==> src/rtl/inst_mem_sync.sv <==
// Synchronous-read instruction memory for the IF stage, loaded at run time and zeroed by a clear sweep.
// Define INST_MEM_PARITY_EN to store an even-parity bit per word and report it on par_err.
module inst_mem_sync #(
   parameter int unsigned       DATA_W   = 32,
   parameter int unsigned       ADDR_W   = 6,
   parameter logic [DATA_W-1:0] NOP_WORD = 32'h00000000
) (
   input  logic              clk,
   input  logic              rst,
   input  logic              fetch_req,
   input  logic [ADDR_W-1:0] fetch_addr,
   input  logic              stall,
   input  logic              flush,
   output logic [DATA_W-1:0] inst,
   output logic              inst_valid,
   output logic              busy,
   input  logic              prog_we,
   input  logic [ADDR_W-1:0] prog_addr,
   input  logic [DATA_W-1:0] prog_data,
   output logic              prog_ack,
   output logic              par_err
);

   localparam int unsigned DEPTH = 2 ** ADDR_W;
`ifdef INST_MEM_PARITY_EN
   localparam int unsigned MEM_W = DATA_W + 1;
`else
   localparam int unsigned MEM_W = DATA_W;
`endif

   typedef enum logic {StClear, StRun} state_e;

   state_e              state_q, state_d;
   logic [ADDR_W-1:0]   clr_cnt_q, clr_cnt_d;
   logic                prog_ack_q, prog_ack_d;
   logic [DATA_W-1:0]   inst_q;
   logic                valid_q, valid_d;
   logic                fetch_load, inst_kill;

   logic                mem_we;
   logic [ADDR_W-1:0]   mem_waddr;
   logic [DATA_W-1:0]   mem_wdata;
   logic [MEM_W-1:0]    mem_wword;
   logic [MEM_W-1:0]    rd_word;
   logic [MEM_W-1:0]    mem [DEPTH];

   always_comb begin
      state_d    = state_q;
      clr_cnt_d  = clr_cnt_q;
      prog_ack_d = 1'b0;
      valid_d    = valid_q;
      fetch_load = 1'b0;
      inst_kill  = 1'b0;
      mem_we     = 1'b0;
      mem_waddr  = clr_cnt_q;
      mem_wdata  = NOP_WORD;
      unique case (state_q)
         StClear: begin
            // Sweep owns the write port; fetches and program writes are dropped.
            mem_we    = 1'b1;
            clr_cnt_d = clr_cnt_q + ADDR_W'(1);
            valid_d   = 1'b0;
            if (clr_cnt_q == ADDR_W'(DEPTH - 1)) begin
               state_d = StRun;
            end
         end
         StRun: begin
            if (prog_we && !rst) begin
               mem_we    = 1'b1;
               mem_waddr = prog_addr;
               mem_wdata = prog_data;
            end
            prog_ack_d = prog_we;
            if (flush) begin
               inst_kill = 1'b1;
               valid_d   = 1'b0;
            end else if (stall) begin
               valid_d = valid_q;
            end else if (fetch_req) begin
               fetch_load = 1'b1;
               valid_d    = 1'b1;
            end else begin
               valid_d = 1'b0;
            end
         end
         default: state_d = StClear;
      endcase
   end

   always_ff @(posedge clk) begin
      if (rst) begin
         state_q    <= StClear;
         clr_cnt_q  <= '0;
         prog_ack_q <= 1'b0;
      end else begin
         state_q    <= state_d;
         clr_cnt_q  <= clr_cnt_d;
         prog_ack_q <= prog_ack_d;
      end
   end

`ifdef INST_MEM_PARITY_EN
   assign mem_wword = {^mem_wdata, mem_wdata};
`else
   assign mem_wword = mem_wdata;
`endif

   // Single write port, no reset: keeps the array inferable as block RAM.
   always_ff @(posedge clk) begin
      if (mem_we) begin
         mem[mem_waddr] <= mem_wword;
      end
   end

   // Read and write at the same edge: nonblocking update yields the old word.
   assign rd_word = mem[fetch_addr];

   always_ff @(posedge clk) begin
      if (rst) begin
         inst_q  <= NOP_WORD;
         valid_q <= 1'b0;
      end else begin
         valid_q <= valid_d;
         if (inst_kill) begin
            inst_q <= NOP_WORD;
         end else if (fetch_load) begin
            inst_q <= rd_word[DATA_W-1:0];
         end
      end
   end

`ifdef INST_MEM_PARITY_EN
   logic par_q;

   // Parity tracks inst_valid: cleared whenever valid drops, held on stall.
   always_ff @(posedge clk) begin
      if (rst) begin
         par_q <= 1'b0;
      end else if (!valid_d) begin
         par_q <= 1'b0;
      end else if (fetch_load) begin
         par_q <= rd_word[DATA_W] ^ (^rd_word[DATA_W-1:0]);
      end
   end

   assign par_err = par_q;
`else
   assign par_err = 1'b0;
`endif

   assign inst       = inst_q;
   assign inst_valid = valid_q;
   assign busy       = (state_q == StClear);
   assign prog_ack   = prog_ack_q;

`ifndef SYNTHESIS
   a_busy_no_valid: assert property (@(posedge clk) disable iff (rst) busy |-> !inst_valid);
   a_ack_after_we:  assert property (@(posedge clk) disable iff (rst) prog_ack |-> $past(prog_we));
`endif

endmodule

==> config.mk <==
export PLATFORM = sky130hd
export DESIGN_NAME = inst_mem_sync
export DESIGN_NICKNAME = d
export VERILOG_FILES = /design/src/rtl/inst_mem_sync.sv
export SDC_FILE = /design/constraint.sdc
export NUM_CORES = 2
export LEC_CHECK = 0
export CAP_MARGIN = 25
export CORE_ASPECT_RATIO = 0.5
export CORE_MARGIN = 10
export CORE_UTILIZATION = 55
export CTS_BUF_LIST = sky130_fd_sc_hd__clkbuf_8
export CTS_CLUSTER_DIAMETER = 80
export DETAILED_ROUTE_END_ITERATION = 16
export PLACE_DENSITY = 0.71
export SLEW_MARGIN = 20
export SYNTH_ARGS = -nofsm -noshare
export SYNTH_HDL_FRONTEND = slang
export SYNTH_SLANG_ARGS = --single-unit
==> constraint.sdc <==
create_clock -name clk -period 4.7 [get_ports clk]
set_clock_uncertainty 0.1 [all_clocks]
set_input_delay 0.94 -clock clk [delete_from_list [all_inputs] [get_ports clk]]
set_output_delay 0.94 -clock clk [all_outputs]
set_load 0.03 [all_outputs]
==> impl_metrics.env <==
export IMPL_gp_congestion=0.857
export IMPL_reg2regPathDepth=6
export IMPL_min_path_cells=1
export IMPL_synth_area_leaders="edfxtp_1, mux4_2, mux2i_1, o22ai_1, dfxtp_1"
export IMPL_min_period_over_period=0.778
export IMPL_avgSynthCellArea_um2=21.0
export IMPL_cap_violations=0
export IMPL_grt_max_degree=96
export IMPL_cts_setup_buffers=0
export IMPL_tightest_slew_ns=1.08
export IMPL_port_buffers=84
export IMPL_fill_cells=9802
export IMPL_place_ws_ns=0.389
export IMPL_syn_to_final_growth_pct=13.3
export IMPL_synth_distinct_cells=57
export IMPL_boundaryPins=86
export IMPL_cts_resized=0
export IMPL_die_w_um=561
export IMPL_highest_layer="met5"
export IMPL_rrSetupSlack_ns=1.10
export IMPL_fmaxAchievable_mhz=273
export IMPL_async_flop_share=0
export IMPL_antenna_found_initial=14
export IMPL_yosys_area_top_type_share=0.763
export IMPL_cts_max_level=5
export IMPL_vias_per_cell=6.58
export IMPL_firstDrtPassIters=6
export IMPL_seq_area_frac_synth=0.773
export IMPL_yosys_area_top_type="edfxtp_1"
export IMPL_postLayoutCellArea_um2=91300
export IMPL_clk_pin_slew_worst_paths_ns=0.07
export IMPL_cp_end_kind="output port"
export IMPL_wl_met2_mm=97.4
export IMPL_wl_met3_mm=28.4
export IMPL_arrival_ns=2.62
export IMPL_place_hpwl_mm=124
export IMPL_regArea_um2=62300
export IMPL_vias=42300
export IMPL_ys_ff_latch=2089
export IMPL_start_util=0.553
export IMPL_wirelength_mm=213
export IMPL_p_leak_nw=32.9
export IMPL_p_total_mw=34.9
export IMPL_cts_num_sinks=2089
export IMPL_routedWlPerCell_um=33.2
export IMPL_synth_fp_nets=3885
export IMPL_cts_tree="done"
export IMPL_drv_slew=0
export IMPL_drive_above_1_share=0.247
export IMPL_run_status="completed"
export IMPL_worst_ep_required_time_ns=3.66
export IMPL_netlist_instances=3834
export IMPL_grt_pass1_vias=42600
export IMPL_ir_drop_mv=0.260
export IMPL_clkLatencyLatePin_ns=0.99
export IMPL_cts_root_buffer="clkbuf_8"
export IMPL_drtAntennaViolNets=0
export IMPL_globalRouteOverflowTotal=0
export IMPL_hold_class="reg2reg"
export IMPL_cts_path_max_buffers=4
export IMPL_slew_limit_headroom=0.273
export IMPL_post_dp_cell_area_um2=86000
export IMPL_period_needed_ns=3.66
export IMPL_crit_fanout=10
export IMPL_drc=0
export IMPL_multi_input_area_um2=17600
export IMPL_hold_buffers=0
export IMPL_fp_dieArea_um2=163000
export IMPL_syn_area_um2=80600
export IMPL_powerDensity_nw_per_um2=382
export IMPL_die_h_um=291
export IMPL_worst_slack_ns=1.04
export IMPL_critPathLaunchType="register"
export IMPL_numCtsBuffers=300
export IMPL_synthFlopType="edfxtp_1"
export IMPL_synth_warnings=0
export IMPL_path_class="reg2out"
export IMPL_drt_met1_wl_mm=81.1
export IMPL_rows=99
export IMPL_grt_pass1_wl_mm=305
export IMPL_coreArea_um2=146000
export IMPL_final_setup_viol_count=0
export IMPL_num_nets_final=4295
export IMPL_drt_iter0_markers=6281
export IMPL_final_setup_tns_ns=0
export IMPL_track_usage=0.258
export IMPL_final_hold_violation_count=0
export IMPL_rsz0062_at_grt="no"
export IMPL_synth_edf_count=2048
final timing paths:
check,startpoint,end
setup / recovery,state_q,busy
setup reg to reg,state_q,mem[8][2]
hold reg to reg,inst[9],inst[9]
hold / removal,inst[9],inst[9]
cell type report:
cell class | count | share of cell area
diodes | 6 | 0.000165
flip-flops and latches | 2089 | 0.683
clock inverters | 186 | 0.00939
repair buffers | 334 | 0.0393
clock buffers | 319 | 0.0481
inverters | 10 | 0.000411
multi-input cells | 1509 | 0.193
well taps | 1969 | 0.0270
layout by cell type (no fill, tap or decap), types with 24 or more instances in the layout:
master / count
edfxtp_1: 2048
mux2i_1: 357
mux4_2: 346
clkbuf_8: 320
buf_4: 184
o22ai_1: 132
inv_1: 114
clkdlybuf4s50_1: 79
a22oi_1: 66
nor2_4: 65
buf_12: 65
nand2_1: 52
and2_1: 52
clkinv_1: 52
o221ai_1: 51
dfxtp_1: 41
a31oi_1: 36
a21oi_1: 36
nand3_1: 32
and2_2: 29
mux2_2: 29
a221o_1: 25
nor3_1: 24
report_power, final:
part | internal [mW] | total [mW] | switching [mW]
clock network | 6.45 | 13.1 | 6.64
logic | 0.600 | 1.50 | 0.898
registers | 20.2 | 20.3 | 0.0269
sequential cells by signal (all words and copies together) (netlist names):
name	flops
mem	2048
inst	32
clr_cnt_q	6
inst_valid	1
prog_ack	1
state_q	1
critical path: stages (launching register included):
cell and delay [ns]:
dfxtp_1 0.63, inv_1 0.32, clkdlybuf4s50_1 0.71
routing by layer:
layer / global-route usage / vias up
met1: 0.373 / 22000
met5: 0 / -
met3: 0.0704 / 381
met4: 0.0837 / 4
li1: - / 17000
met2: 0.385 / 2918
metrics by stage:
stage | hold WS (ns) | util | cells
finish | 0.399 | 0.626 | 6422
CTS | 0.401 | 0.626 | 6416
detailed placement | 0.383 | 0.590 | 5911
floorplan | 0.433 | - | 3834
global route | 0.416 | 0.626 | 6418
global placement | 0.375 | 0.589 | 5906
cell usage after synthesis, types with 29 or more instances:
library cell  count
a21oi_1          37
nor2_1           83
nand2_1          53
nand3_1          32
a31oi_1          36
o22ai_1         132
mux2_2           29
buf_4            30
and2_1           84
mux4_2          346
buf_2            90
edfxtp_1       2048
dfxtp_1          41
a22oi_1          66
clkbuf_1         76
o221ai_1         51
mux2i_1         357
cell families (layout without fill, tap and decap cells):
logic type	Yosys count	after routing	share of synthesized area
fa+ha+maj	1	1	0.000155
buf+inv	236	849	0.0155
mux	752	752	0.152
compound gates	439	439	0.0393
flops	2089	2089	0.773
other cells	1	7	0.0000465
xor+xnor	5	5	0.000544
simple gates	311	311	0.0193
Power figures use the tool's default switching activity.
